$ cat config.mk
export PLATFORM = sky130hd
export DESIGN_NAME = ifu_fetch
export DESIGN_NICKNAME = d
export VERILOG_FILES = /design/src/rtl/ifu_fetch_pkg.sv /design/src/rtl/ifu_fetch.sv
export SDC_FILE = /design/constraint.sdc
export NUM_CORES = 1
export LEC_CHECK = 0
export CORE_ASPECT_RATIO = 1.25
export CORE_MARGIN = 10
export CORE_UTILIZATION = 55
export CTS_CLUSTER_DIAMETER = 40
export DETAILED_ROUTE_END_ITERATION = 12
export DONT_BUFFER_PORTS = 1
export GPL_TIMING_DRIVEN = 1
export PLACE_DENSITY = 0.82
export SYNTH_ARGS = -nofsm -noshare
export SYNTH_HDL_FRONTEND = slang
export SYNTH_SLANG_ARGS = --single-unit
$ cat constraint.sdc
create_clock -name clk -period 1.7 [get_ports clk]
set_clock_uncertainty 0.05 [all_clocks]
set_input_delay 0.17 -clock clk [delete_from_list [all_inputs] [get_ports clk]]
set_output_delay 0.17 -clock clk [all_outputs]
set_load 0.005 [all_outputs]
$ cat src/rtl/ifu_fetch_pkg.sv
// Shared types and constants for the instruction fetch stage.
package ysyx_ifu_pkg;

    typedef enum logic [2:0] {
        S_IDLE,
        S_REQ,
        S_RESP,
        S_OUT,
        S_NPC
    } ifu_state_e;

    localparam logic [1:0]  RESP_OKAY        = 2'b00;
    localparam logic [31:0] DEFAULT_RESET_PC = 32'h8000_0000;

endpackage

$ cat src/rtl/ifu_fetch.sv
// Instruction fetch stage: owns the PC, issues one AR/R read per instruction
// and hands the word to decode, then waits for the next PC from write-back.
module ifu_fetch
    import ysyx_ifu_pkg::*;
#(
    parameter int unsigned      WIDTH    = 32,
    parameter logic [WIDTH-1:0] RESET_PC = WIDTH'(DEFAULT_RESET_PC)
) (
    input  logic             clk,
    input  logic             rst,
    output logic [WIDTH-1:0] araddr,
    output logic             arvalid,
    input  logic             arready,
    input  logic [31:0]      rdata,
    input  logic [1:0]       rresp,
    input  logic             rvalid,
    output logic             rready,
    output logic [31:0]      inst,
    output logic [WIDTH-1:0] inst_pc,
    output logic             inst_fault,
    output logic             inst_valid,
    input  logic             inst_ready,
    input  logic [WIDTH-1:0] npc,
    input  logic             npc_valid,
    output logic [WIDTH-1:0] pc
);

    ifu_state_e       r_state;
    ifu_state_e       w_state_next;
    logic [WIDTH-1:0] r_pc;
    logic [31:0]      r_inst;
    logic [WIDTH-1:0] r_inst_pc;
    logic             r_inst_fault;
    logic             w_npc_misaligned;

    assign w_npc_misaligned = (npc[1:0] != 2'b00);

    always_ff @(posedge clk) begin
        if (rst) begin
            r_state <= S_IDLE;
        end else begin
            r_state <= w_state_next;
        end
    end

    always_comb begin
        w_state_next = r_state;
        case (r_state)
            S_IDLE: w_state_next = S_REQ;
            S_REQ:  if (arready)    w_state_next = S_RESP;
            S_RESP: if (rvalid)     w_state_next = S_OUT;
            S_OUT:  if (inst_ready) w_state_next = S_NPC;
            S_NPC: begin
                // A misaligned target never reaches the bus; it is reported as a fault directly.
                if (npc_valid) begin
                    w_state_next = w_npc_misaligned ? S_OUT : S_REQ;
                end
            end
            default: w_state_next = S_IDLE;
        endcase
    end

    always_comb begin
        arvalid    = 1'b0;
        rready     = 1'b0;
        inst_valid = 1'b0;
        case (r_state)
            S_REQ:   arvalid    = 1'b1;
            S_RESP:  rready     = 1'b1;
            S_OUT:   inst_valid = 1'b1;
            default: ;
        endcase
    end

    always_ff @(posedge clk) begin
        if (rst) begin
            r_pc         <= RESET_PC;
            r_inst       <= '0;
            r_inst_pc    <= RESET_PC;
            r_inst_fault <= 1'b0;
        end else begin
            if (r_state == S_RESP && rvalid) begin
                r_inst       <= rdata;
                r_inst_pc    <= r_pc;
                r_inst_fault <= (rresp != RESP_OKAY);
            end
            if (r_state == S_NPC && npc_valid) begin
                r_pc <= npc;
                if (w_npc_misaligned) begin
                    r_inst       <= '0;
                    r_inst_pc    <= npc;
                    r_inst_fault <= 1'b1;
                end
            end
        end
    end

    assign araddr     = r_pc;
    assign pc         = r_pc;
    assign inst       = r_inst;
    assign inst_pc    = r_inst_pc;
    assign inst_fault = r_inst_fault;

endmodule

==> results of run 1 <==
[area by class of cell]
class | count | area (sq um) | share of cell area (%)
Sequential cell | 100 | 2002 | 40.38
Clock inverter | 5 | 67.56 | 1.363
Tap cell | 92 | 115.1 | 2.322
Clock buffer | 11 | 141.4 | 2.852
Inverter | 3 | 11.26 | 0.2272
Multi-Input combinational cell | 346 | 1749 | 35.29
Timing Repair Buffer | 83 | 870.8 | 17.57
[layout by cell type, fill, tap and decap left out, drive strengths merged, types with 4 or more instances in the layout]
master       synthesis  final
mux2i                4      4
a311oi              29     29
a21oi               65     65
nor2                 4      4
clkbuf              22     11
nand2              187    187
buf                 55     17
dlygate4sd3          0     66
nor3                29     29
inv                  3      6
dfxtp              100    100
[flip-flops by register name, indices dropped and copies added, names as in the netlist]
register	cells
r_state	3
inst	32
araddr	32
inst_fault	1
inst_pc	32
[worst min path at each step]
stage / from / slack [ps] / cells after the start / endpoint
finish: npc_valid / 30 / 3 / r_state[2]
global route: npc[21] / 10 / 2 / inst_pc[21]
CTS: npc_valid / 20 / 3 / r_state[2]
detailed placement: rst / 200 / 1 / r_state[0]
global placement: rst / 200 / 1 / inst_fault
floorplan: npc[31] / 240 / 2 / araddr[31]
[where the power goes]
part / switching, mW / internal [mW] / total [mW]
Clock: 0.822 / 0.746 / 1.57
Combinational: 0.220 / 0.220 / 0.440
Sequential: 0.0492 / 2.39 / 2.44
Total: 1.09 / 3.36 / 4.45
[worst max-delay path, delay by kind of cell (launching register included)]
kind / cells / cell delay [ps]
buf+inv: 1 / 220
flops: 1 / 450
simple gates: 1 / 340
[logic make-up after synthesis]
family,Yosys count
AND/OR/NAND/NOR,233
AO/OA/AOI/OAI,108
buffers and inverters,80
flip-flops,100
multiplexers,5
[per-layer routing]
layer	up-vias	routed length (microns)	GRT usage (%)
met2	236	6640	37.38
met1	1810	4529	22.40
met4	0	193	4.827
met3	21	1538	8.749
li1	1777	-	-
met5	-	0	0
[what timing repair did]
action | CTS | global route
hold endpoints to repair | 100 | 0
hold buffers | 67 | 0
endpoints found under the setup margin | 0 | 1
gates resized for setup | 0 | 1
==> results_dict.tcl, run 1 <==
set metrics [dict create \
    netlist_instances 526 \
    grt_max_degree 70 \
    core_area_sq_um 7401 \
    finalCriticalPeriod_ps 1570 \
    setup_viol 0 \
    fin_area_sq_um 4957 \
    cts.clk_slew.worst_paths_ps 90 \
    hold_class "input pin to flop" \
    slowest_delay_ps 450 \
    gp_congestion 0.7724 \
    run_status "finished clean" \
    areaGrowthSynthToFinish_pct 18.52 \
    worstReg2RegEnd "inst_pc[15]" \
    yosys.area_share.simple_pct 23.15 \
    vdd_ir_drop_max_uv 628.1 \
    synthArstFlopShare_pct 0 \
    crit_slowest_cell "dfxtp_1" \
    start_kind "flop" \
    fin_ws_ps 129.6 \
    cp_max_fo 12 \
    synth_top_family_by_area "simple AND/OR/NAND/NOR gates" \
    grt_pass1_wl_microns 20380 \
    dp.cells 557 \
    crit_path_end "rready" \
    reg2reg_depth 4 \
    power_mw 4.448 \
    synthTopCellsByCount "nand2_1, dfxtp_1, a21oi_1" \
    tns_ps 0 \
    synthAdderAreaFrac_pct 0 \
    synth_flop_cell "dfxtp_1" \
    grt_use_total_pct 21.06 \
    io_pins 204 \
    muxShareOfSynthArea_pct 1.226 \
    tightestPinTransition_ps 377.4 \
    n_antenna_cell 0 \
    nets 615 \
    crit_chain "buf_4 > nor3b_1" \
    crit_path_end_kind "output pin" \
    routed_wl_microns 12900 \
    dr_total_vias 3844 \
    critPathLaunch "r_state[1]" \
    ys_ff_latch 100 \
    grt_overflow 0 \
    numPortBuffers 0 \
    criticalPathCategory "flop to output pin" \
    whs_ps 33.67 \
    wire_per_inst_microns 20.16 \
    postCtsSetupBuffers 0 \
    required_ps 1480 \
    dieArea_sq_um 11520 \
    die_h_microns 117.5 \
    period_share_pct 92.38 \
    synth_nets 598 \
    vias_per_cell 6.006 \
    yosysWarnings 0 \
    p_leak_nw 1.629 \
    synth.top_cell.area_share_pct 47.86 \
    synth_edf_count 0 \
    synth-compound-area-share_pct 16.45 \
    hpwl_microns 8253 \
    ant_nets 0 \
    synth_area_sq_um 4183 \
    slew_violations 0 \
    cts_tree "yes" \
    drive_gt1_share_pct 8.029 \
    cts_buffers 9 \
    drv_cap 0 \
    cp_data_arrival_time_ps 1350 \
    hold_violations 0 \
    synth.distinct_cells 34 \
    rsz0062_at_grt "false" \
    max_freq_ghz 0.6368 \
    die_width_microns 98 \
    powerDensity_nw_per_um2 897.3 \
    slew_headroom_pct 74.19 \
    htreeDepth 3 \
    drc_errors 0 \
    grt_antenna_before_repair 0 \
    rows 35 \
    nFillCells 543 \
    cts_root_buffer "clkbuf_8" \
    rrSetupSlack_ps 160 \
    final_cells 640 \
    clock_path_buffers 2 \
    synthTopCellsByArea "dfxtp_1, nand2_1, a21oi_1" \
    synth_top_area_cell "dfxtp_1" \
    dr.pass1.iters 5 \
    synth_seq_area_share_pct 47.86 \
    final_util_pct 66.98 \
    drt_iter0_drc 418 \
    avgSynthCellArea_sq_um 7.952 \
    grt_pass1_vias 3707 \
    clkLatencyLatePin_ps 350 \
    placed_cell_area_sq_um 4058 \
    dp_slack_ps 200.8 \
    synthXorXnorAreaFrac_pct 0 \
    cts_sinks 100 \
    timing.rr.start "r_state[1]" \
    yosysMostFrequentCell "nand2_1" \
    start_util_pct 56.52 \
]
No activity file was read; power rests on OpenSTA's default activity.
==> inputs of run 2 (changes only) <==
--- a/config.mk
+++ b/config.mk
@@ -11,8 +11,9 @@
 export CTS_CLUSTER_DIAMETER = 40
 export DETAILED_ROUTE_END_ITERATION = 12
 export DONT_BUFFER_PORTS = 1
-export GPL_TIMING_DRIVEN = 1
-export PLACE_DENSITY = 0.82
+export GPL_TIMING_DRIVEN = 0
+export PLACE_DENSITY = 0.8
+export RECOVER_POWER = 50
 export SYNTH_ARGS = -nofsm -noshare
 export SYNTH_HDL_FRONTEND = slang
 export SYNTH_SLANG_ARGS = --single-unit
==> run 2 against run 1 <==
Critical path depth increased by 3. Combinational power increased by 4%. Clock power decreased by 3%. Maximum frequency decreased by 5.4%. Global-route usage increased by 2.7 points. Via count increased by 6.3%. Count of clock-buffer cells in the layout unchanged.
==> results_dict.tcl, run 2 (synthesis gave the netlist of run 1 again) <==
set metrics [dict create \
    ant_nets 0 \
    final_cells 702 \
    n_antenna_cell 0 \
    cp_max_fo 10 \
    tightestPinTransition_ps 652.7 \
    grt_pass1_wl_microns 22640 \
    drive_gt1_share_pct 15.57 \
    gp_congestion 0.8486 \
    slew_violations 0 \
    drc_errors 0 \
    htreeDepth 3 \
    grt_overflow 0 \
    hold_class "input pin to flop" \
    fin_area_sq_um 5265 \
    final_common_cell "nand2_1" \
    hpwl_microns 9997 \
    cp_data_arrival_time_ps 1860 \
    cts_sinks 100 \
    dieArea_sq_um 11520 \
    numPortBuffers 0 \
    drt_iter0_drc 295 \
    die_width_microns 98 \
    setup_viol 0 \
    nets 677 \
    crit_path_end_kind "flop" \
    rows 35 \
    slew_headroom_pct 56.49 \
    cts_tree "yes" \
    areaGrowthSynthToFinish_pct 25.87 \
    whs_ps 29.99 \
    dr_total_vias 4086 \
    clock_path_buffers 2 \
    hold_violations 0 \
    cts_buffers 9 \
    powerDensity_nw_per_um2 838.8 \
    dr.pass1.iters 6 \
    vdd_ir_drop_max_uv 624.8 \
    grt_pass1_vias 4209 \
    cts.clk_slew.worst_paths_ps 100 \
    drv_cap 0 \
    power_mw 4.416 \
    start_util_pct 56.52 \
    grt_antenna_before_repair 0 \
    grt_max_degree 17 \
    start_kind "flop" \
    finalCriticalPeriod_ps 1659 \
    criticalPathCategory "flop to flop" \
    clkLatencyLatePin_ps 360 \
    run_status "finished clean" \
    p_leak_nw 1.853 \
    most-common-layout-cells "nand2_1, dfxtp_1, dlygate4sd3_1" \
    die_h_microns 117.5 \
    core_area_sq_um 7401 \
    placed_cell_area_sq_um 4298 \
    cts_root_buffer "clkbuf_8" \
    routed_wl_microns 14800 \
    io_pins 204 \
    grt_use_total_pct 23.75 \
    required_ps 1910 \
    wire_per_inst_microns 21.09 \
    vias_per_cell 5.821 \
    dp.cells 618 \
    period_share_pct 97.61 \
    max_freq_ghz 0.6027 \
    rsz0062_at_grt "true" \
]
## run 2: changes by cell type in the layout (fill, tap and decap cells not counted), moves of 7 or more
| cell | delta |
|---|---|
| buf_4 | +27 |
| a311oi_2 | +11 |
| a311oi_1 | -11 |
| clkbuf_2 | +7 |
| buf_2 | +13 |
| clkbuf_1 | +14 |
## run 2: path summary, 6_finish.rpt
path	cells after the start	startpoint	to	slack, ps
worst max-delay path	5	r_state[1]	inst[9]	40
worst min-delay path	2	npc[28]	inst_pc[28]	30
worst max register to register	5	r_state[1]	inst[9]	40
worst min register to register	2	inst[26]	inst[26]	440
## run 2: critical path, cell delays in order (launching register included)
cell	delay, ps
dfxtp_1	370
nand4bb_1	200
buf_2	180
o21ai_2	380
buf_2	290
a21oi_1	80
## run 2: where the power goes
part	internal, mW	switching (mW)
logic	0.216	0.242
registers	2.39	0.0462
clock network	0.688	0.834
total	3.29	1.12
## run 2: cell type report
class	instances	area (sq um)
clock buffers	11	131.4
plain buffers	77	486.7
fillers	571	2136
repair buffers	68	678.2
multi-input cells	346	1780
flip-flops and latches	100	2002
clock inverters	5	60.06
well taps	92	115.1
inverters	3	11.26
## run 2: metrics by stage
| stage | setup slack, ps | util [%] | setup TNS, ps |
|---|---|---|---|
| after floorplan | 310.1 | - | 0 |
| after global placement | -109.0 | 58.07 | -3180 |
| after detailed placement | -133.7 | 58.07 | -3561 |
| after CTS | 12.78 | 69.87 | 0 |
| after global routing | -44.97 | 71.14 | -743.4 |
| final | 40.70 | 71.14 | 0 |
## run 2: routing by layer
metal	vias to the layer above	track usage [%]	part of all wire, %
met5	-	0	0
met3	42	8.397	10
met4	0	10.38	3.1
met2	228	41.45	51
li1	1895	-	-
met1	1921	24.81	36
## run 2: what timing repair did
action	in CTS	in global routing
resized for setup	7	25
endpoints found under the setup margin	43	65
buffers inserted	0	1
hold buffers	67	0
endpoints found under the hold margin	69	0
gates cloned	0	0
